$ cat src/rtl/uart_rx_pkg.sv
// Shared types and constants for the UART receive frame controller.
package uart_rx_pkg;

    typedef enum logic [2:0] {
        ST_IDLE   = 3'd0,
        ST_START  = 3'd1,
        ST_DATA   = 3'd2,
        ST_PARITY = 3'd3,
        ST_STOP1  = 3'd4,
        ST_STOP2  = 3'd5
    } rx_state_e;

    localparam int   PRESC_MIN    = 4;
    localparam int   DATA_LEN_MIN = 5;
    localparam logic PAR_EVEN     = 1'b0;
    localparam logic PAR_ODD      = 1'b1;

    function automatic logic maj3(input logic a, input logic b, input logic c);
        return (a & b) | (a & c) | (b & c);
    endfunction

endpackage

$ cat src/rtl/uart_rx_vote.sv
// Three-sample capture around mid-bit and 2-of-3 majority vote with a decision strobe.
module uart_rx_vote
    import uart_rx_pkg::*;
#(
    parameter int PRESC_W = 6
)(
    input  logic               clk,
    input  logic               rst,
    input  logic               i_en,
    input  logic               i_rx,
    input  logic [PRESC_W-1:0] i_presc,
    input  logic [PRESC_W-1:0] i_edg,
    output logic               o_bit,
    output logic               o_dec
);

    logic [PRESC_W-1:0] w_mid;
    logic [PRESC_W-1:0] w_lo;
    logic [PRESC_W-1:0] w_hi;
    logic [PRESC_W-1:0] w_dec_pt;
    logic               w_late;
    logic [2:0]         r_smp;

    assign w_mid    = i_presc >> 1;
    assign w_lo     = w_mid - PRESC_W'(1);
    assign w_hi     = w_mid + PRESC_W'(1);
    assign w_dec_pt = w_mid + PRESC_W'(2);
    // At the minimum prescale mid+2 lies past the bit end, so vote on the live third sample.
    assign w_late   = (w_dec_pt >= i_presc);

    always_ff @(posedge clk or negedge rst) begin
        if (!rst) begin
            r_smp <= '0;
        end else if (i_en) begin
            if (i_edg == w_lo)  r_smp[0] <= i_rx;
            if (i_edg == w_mid) r_smp[1] <= i_rx;
            if (i_edg == w_hi)  r_smp[2] <= i_rx;
        end
    end

    assign o_dec = i_en && (i_edg == (w_late ? w_hi : w_dec_pt));
    assign o_bit = maj3(r_smp[0], r_smp[1], w_late ? i_rx : r_smp[2]);

endmodule

$ cat src/rtl/uart_rx_frame_ctrl.sv
// UART receive controller: start detect, voted bit recovery, deserialise, parity/stop/break checks.
module uart_rx_frame_ctrl
    import uart_rx_pkg::*;
#(
    parameter int DATA_W_MAX = 8,
    parameter int PRESC_W    = 6
)(
    input  logic                  clk,
    input  logic                  rst,
    input  logic                  i_rx_in,
    input  logic [PRESC_W-1:0]    i_prescale,
    input  logic [3:0]            i_data_len,
    input  logic                  i_par_en,
    input  logic                  i_par_odd,
    input  logic                  i_stop2,
    output logic [DATA_W_MAX-1:0] o_rx_data,
    output logic                  o_rx_valid,
    output logic                  o_str_err,
    output logic                  o_par_err,
    output logic                  o_stp_err,
    output logic                  o_brk_det,
    output logic                  o_busy
);

    rx_state_e             r_state;
    rx_state_e             w_next;
    logic [PRESC_W-1:0]    r_edg;
    logic [PRESC_W-1:0]    r_presc;
    logic [PRESC_W-1:0]    w_presc_eff;
    logic [3:0]            r_bit_cnt;
    logic [3:0]            r_len;
    logic [3:0]            w_len_eff;
    logic                  r_par_en;
    logic                  r_par_odd;
    logic                  r_stop2;
    logic [DATA_W_MAX-1:0] r_shift;
    logic                  r_par_bad;
    logic                  r_stp_bad;
    logic                  r_zero;
    logic [DATA_W_MAX-1:0] r_rx_data;
    logic                  r_rx_valid;
    logic                  r_str_err;
    logic                  r_par_err;
    logic                  r_stp_err;
    logic                  r_brk_det;
    logic                  w_bit;
    logic                  w_dec;
    logic                  w_wrap;
    logic                  w_start;
    logic                  w_active;
    logic                  w_false_start;
    logic                  w_frame_end;
    logic                  w_stp_bad;
    logic                  w_zero;

    assign w_presc_eff = (i_prescale < PRESC_W'(PRESC_MIN)) ? PRESC_W'(PRESC_MIN) : i_prescale;
    assign w_len_eff   = (i_data_len < 4'(DATA_LEN_MIN) || i_data_len > 4'(DATA_W_MAX))
                         ? 4'(DATA_W_MAX) : i_data_len;
    assign w_wrap      = (r_edg == r_presc - PRESC_W'(1));
    assign w_start     = (r_state == ST_IDLE) && !i_rx_in;

    uart_rx_vote #(.PRESC_W(PRESC_W)) u_vote (
        .clk     (clk),
        .rst     (rst),
        .i_en    (w_active),
        .i_rx    (i_rx_in),
        .i_presc (r_presc),
        .i_edg   (r_edg),
        .o_bit   (w_bit),
        .o_dec   (w_dec)
    );

    always_ff @(posedge clk or negedge rst) begin
        if (!rst) r_state <= ST_IDLE;
        else      r_state <= w_next;
    end

    // Frame end is the final stop decision, not the bit boundary, so a prompt next start is caught.
    always_comb begin
        w_next = r_state;
        case (r_state)
            ST_IDLE:   if (!i_rx_in) w_next = ST_START;
            ST_START:  if (w_dec && w_bit) w_next = ST_IDLE;
                       else if (w_wrap)    w_next = ST_DATA;
            ST_DATA:   if (w_wrap && r_bit_cnt == r_len) w_next = r_par_en ? ST_PARITY : ST_STOP1;
            ST_PARITY: if (w_wrap) w_next = ST_STOP1;
            ST_STOP1:  if (w_dec && !r_stop2) w_next = ST_IDLE;
                       else if (w_wrap)       w_next = ST_STOP2;
            ST_STOP2:  if (w_dec) w_next = ST_IDLE;
            default:   w_next = ST_IDLE;
        endcase
    end

    always_comb begin
        w_active      = (r_state != ST_IDLE);
        o_busy        = w_active;
        w_false_start = (r_state == ST_START) && w_dec && w_bit;
        w_frame_end   = w_dec && ((r_state == ST_STOP1 && !r_stop2) || r_state == ST_STOP2);
        w_stp_bad     = r_stp_bad | ~w_bit;
        w_zero        = r_zero & ~w_bit;
    end

    always_ff @(posedge clk or negedge rst) begin
        if (!rst) begin
            r_edg     <= '0;
            r_bit_cnt <= '0;
            r_presc   <= PRESC_W'(PRESC_MIN);
            r_len     <= 4'(DATA_W_MAX);
            r_par_en  <= 1'b0;
            r_par_odd <= 1'b0;
            r_stop2   <= 1'b0;
        end else if (r_state == ST_IDLE) begin
            r_edg     <= '0;
            r_bit_cnt <= '0;
            if (!i_rx_in) begin
                r_presc   <= w_presc_eff;
                r_len     <= w_len_eff;
                r_par_en  <= i_par_en;
                r_par_odd <= i_par_odd;
                r_stop2   <= i_stop2;
            end
        end else if (w_wrap) begin
            r_edg     <= '0;
            r_bit_cnt <= r_bit_cnt + 4'd1;
        end else begin
            r_edg     <= r_edg + PRESC_W'(1);
        end
    end

    // r_zero tracks "every bit after start was 0" for break detection.
    always_ff @(posedge clk or negedge rst) begin
        if (!rst) begin
            r_shift   <= '0;
            r_par_bad <= 1'b0;
            r_stp_bad <= 1'b0;
            r_zero    <= 1'b0;
        end else if (w_start) begin
            r_shift   <= '0;
            r_par_bad <= 1'b0;
            r_stp_bad <= 1'b0;
            r_zero    <= 1'b1;
        end else if (w_dec) begin
            case (r_state)
                ST_DATA: begin
                    for (int i = 0; i < DATA_W_MAX; i++)
                        if (r_bit_cnt == 4'(i + 1)) r_shift[i] <= w_bit;
                    r_zero <= w_zero;
                end
                ST_PARITY: begin
                    r_par_bad <= w_bit ^ (^r_shift) ^ (r_par_odd == PAR_ODD);
                    r_zero    <= w_zero;
                end
                ST_STOP1, ST_STOP2: begin
                    r_stp_bad <= w_stp_bad;
                    r_zero    <= w_zero;
                end
                default: ;
            endcase
        end
    end

    always_ff @(posedge clk or negedge rst) begin
        if (!rst) begin
            r_rx_data  <= '0;
            r_rx_valid <= 1'b0;
            r_str_err  <= 1'b0;
            r_par_err  <= 1'b0;
            r_stp_err  <= 1'b0;
            r_brk_det  <= 1'b0;
        end else begin
            r_rx_valid <= 1'b0;
            r_str_err  <= w_false_start;
            r_par_err  <= 1'b0;
            r_stp_err  <= 1'b0;
            r_brk_det  <= 1'b0;
            if (w_frame_end) begin
                r_par_err <= r_par_bad;
                r_stp_err <= w_stp_bad;
                r_brk_det <= w_zero;
                if (!r_par_bad && !w_stp_bad) begin
                    r_rx_valid <= 1'b1;
                    r_rx_data  <= r_shift;
                end
            end
        end
    end

    assign o_rx_data  = r_rx_data;
    assign o_rx_valid = r_rx_valid;
    assign o_str_err  = r_str_err;
    assign o_par_err  = r_par_err;
    assign o_stp_err  = r_stp_err;
    assign o_brk_det  = r_brk_det;

endmodule

$ cat config.mk
export PLATFORM = sky130hd
export DESIGN_NAME = uart_rx_frame_ctrl
export DESIGN_NICKNAME = d
export VERILOG_FILES = /design/src/rtl/uart_rx_pkg.sv /design/src/rtl/uart_rx_vote.sv /design/src/rtl/uart_rx_frame_ctrl.sv
export SDC_FILE = /design/constraint.sdc
export NUM_CORES = 1
export LEC_CHECK = 0
export ABC_AREA = 1
export BUFFER_PORTS_ARGS = -buffer_cell sky130_fd_sc_hd__buf_4
export CAP_MARGIN = 30
export CORE_ASPECT_RATIO = 1.1
export CORE_MARGIN = 2
export CORE_UTILIZATION = 60
export DETAILED_ROUTE_END_ITERATION = 7
export PLACE_DENSITY_LB_ADDON = 0.05
export SLEW_MARGIN = 10
export SYNTH_ARGS = -nofsm -noshare
export SYNTH_HDL_FRONTEND = slang
export SYNTH_HIERARCHICAL = 1
export SYNTH_SLANG_ARGS = --single-unit
$ cat constraint.sdc
create_clock -name clk -period 3.6 [get_ports clk]
set_clock_uncertainty 0.1 [all_clocks]
set_input_delay 0.72 -clock clk [delete_from_list [all_inputs] [get_ports clk]]
set_output_delay 0.72 -clock clk [all_outputs]
set_load 0.005 [all_outputs]
==> flow_summary.yaml <==
setup_path:
  r2r-end: "o_rx_data[4]"
  crit_arrival_ns: 3.37
  cp_slowest_cell: "dfstp_2"
  cp-start-kind: "flip-flop"
  crit_required_ns: 3.71
  cp_cell_sequence: "ha_1 -> nand2_1 -> nor2_2 -> ha_1 -> a21boi_0 -> nand2_1 -> inv_1 -> nand2_4 -> nand2_4 -> nand2_1 -> nand2_1 -> nand2_1 -> nand3b_1 -> nor2_2 -> inv_2 -> nor3_4 -> inv_2 -> a21oi_2 -> nand3_2 -> buf_4 -> nand2_1 -> o21ai_2"
  cp-end-kind: "flip-flop"
  critPathMostFrequentCell: "nand2_1"
  crit_type: "flip-flop to flip-flop"
  cpPeakStageDelay_ns: 0.54
  timing.rr.start: "r_presc[2]"
  r2r_slack_ns: 0.33
  path_max_fanout: 11
  r2r_cells: 22
die:
  die_x_um: 78.2
  fp.dieArea_um2: 6700
  initial_core_util_pct: 62.6
  die_y_um: 85.6
  rows: 29
  ioPinCount: 30
  core_um2: 5810
cts:
  ctsResizeCount: 0
  htree_levels: 2
  cts_tree: "built"
  cts_buffers: 5
  ctsHoldBuffers: 0
  cts.sinks: 53
  clkLatencyLatePin_ns: 0.31
  cts.clk_slew.worst_paths_ns: 0.10
  clockRootBuffer: "clkbuf_8"
  clockBufferDepth: 2
  postCtsSetupBuffers: 0
detailed_routing:
  finalWirelength_mm: 8.12
  vias_per_cell: 5.36
  firstDrtPassIters: 4
  first_iter_violations: 262
  drc_errors: 0
  antenna_left: 0
  vias: 3264
  wire_per_inst_um: 13.3
power:
  vdd_ir_drop_max_mv: 0.397
  power_frac_seq_pct: 27.5
  clkPwrFrac_pct: 11.7
  p_comb_share_pct: 60.7
  p_int_mw: 1.74
  swShare_pct: 49.8
  p_leak_nw: 2.17
  power_density_nw_per_um2: 850
  p_sw_mw: 1.73
synth:
  syn-cell-area_um2: 3630
  synth_most_common_cell: "nand2_1"
  synth_cells: 494
  ys_seq_area_share_pct: 36.6
  synth_warnings: 6
  synthArstFlopShare_pct: 100
  ys.flop_type: "dfrtp_1"
  synth.largest_area_cell: "dfrtp_1"
  synth_commonest_cells: "nand2_1, inv_1, dfrtp_1"
  yosys-top-cells-area: "dfrtp_1, nand2_1, inv_1"
  synth_cell_types: 41
  synth-edff-count: 0
  synth.net_count: 525
  synth_top_cell_area_share_pct: 35.1
  syn_avg_cell_area_um2: 7.36
  synth-seq-cells: 53
sta:
  grt_setup_unrepaired: "no"
  fin_setup_tns_ns: 0
  holdWs_ns: 0.328
  slew_violations: 0
  period_needed_ns: 3.27
  period_share_pct: 90.8
  finalSetupViolCount: 0
  maxSlewHeadroom_pct: 54.4
  tightest_slew_ns: 0.683
  finalHoldViolCount: 0
  max_freq_ghz: 0.306
placed_design:
  hpwl_mm: 6.07
  finalWeightedCongestion: 0.916
  io_buffers: 29
global_route:
  grt_usage_pct: 25.8
  grt_pass1_wl_mm: 13.8
  antenna_found_initial: 0
  gr-total-overflow: 0
  grt_start_max_net_pins: 54
  grt_pass1_vias: 3080
min_path:
  hold_class: "primary input to asynchronous set/reset pin"
flow_run:
  drv_cap: 0
final_layout:
  area_growth_pct: 12.6
  fin_util_pct: 70.5
  drive_gt1_share_pct: 17.7
  finalNetCount: 562
  antenna_cells: 0
run_status:
  outcome: "finished, final reports clean"
## cell families (layout without fill, tap and decap cells)
family          after synthesis  in the layout  share of synthesized area, %
flops                        53             53                          36.6
simple gates                264            264                          34.0
buf+inv                      86            124                          9.74
xor+xnor                     21             21                          5.06
compound gates               55             55                          9.47
fa+ha+maj                    15             15                          5.16
## worst max path at each step
stage | depth (start not counted) | from | to
after floorplan | 20 | r_presc[2] | o_rx_data[5]
after global placement | 20 | r_presc[2] | o_rx_data[4]
after detailed placement | 20 | r_presc[2] | o_rx_data[4]
after CTS | 20 | r_presc[2] | o_rx_data[4]
after global routing | 22 | r_presc[2] | o_rx_data[5]
final | 22 | r_presc[2] | o_rx_data[4]
## per-layer routing
layer  up-vias  routed length [um]  track usage, %
li1       1645                   -               -
met1      1539                3700            35.3
met2        72                3970            43.2
met3         8                 344            3.68
met4         0                  96            7.18
met5         -                   0               0
## state kept, by name, indices dropped and copies added, names as in the netlist, 3 cells and up
signal,flops
r_shift,8
r_presc,6
r_bit_cnt,4
r_len,4
o_rx_data,8
u_vote/r_smp,3
r_state,3
r_edg,6
## per-stage QoR
| stage | setup WS [ns] | total power [mW] | cell area (um^2) | std cells |
|---|---|---|---|---|
| global route | 0.0486 | 3.84 | 4090 | 609 |
| detailed placement | 0.164 | 3.03 | 3960 | 601 |
| finish | 0.331 | 3.48 | 4090 | 609 |
| CTS | 0.134 | 3.45 | 4070 | 609 |
| global placement | 0.265 | 2.96 | 3960 | 601 |
| floorplan | 0.272 | 2.54 | 3630 | 494 |
## cell usage in the layout (no fill, tap or decap), types with 2 or more instances in the layout
cell type	instances
dfrtp_1	51
nor3b_2	2
nand2_1	138
o21ai_0	26
nand2_4	4
nor3_1	5
a41oi_1	3
nand3b_1	5
buf_4	38
a21oi_1	6
nand4_1	12
dfstp_2	2
xnor2_1	8
nor4_1	2
inv_1	69
nor2_2	5
xor2_1	13
o21ai_1	2
nor2_4	4
nor2_1	35
ha_1	14
o211ai_1	2
clkbuf_8	5
inv_2	9
nand3_1	38
nand2_2	7
nand3_2	3
o21ai_2	7
o31ai_1	2
## layout make-up
cell class	count	area [um^2]
multi-input combinational	355	1980
fill	474	1710
sequential	53	1330
inverter	78	293
timing repair buffer	38	285
tap	77	96.3
clock buffer	5	68.8
clock inverter	3	43.8
## power groups by stage
| stage | clock (mW) | sequential [mW] | combinational [mW] |
|---|---|---|---|
| after floorplan | 0 | 0.948 | 1.60 |
| after global placement | 0 | 0.961 | 2.00 |
| after detailed placement | 0 | 0.966 | 2.06 |
| after CTS | 0.416 | 0.955 | 2.07 |
| after global routing | 0.435 | 0.982 | 2.42 |
| final | 0.408 | 0.957 | 2.11 |
## worst max-delay path, delay by kind of cell (launching register included)
family,cells,cell delay [ns]
adders and majority gates,2,0.31
DFF,1,0.54
AOI/OAI and AO/OA,3,0.35
buffers and inverters,4,0.45
and+or+nand+nor,13,1.41
Note: power is estimated with default switching activity, not from simulation.
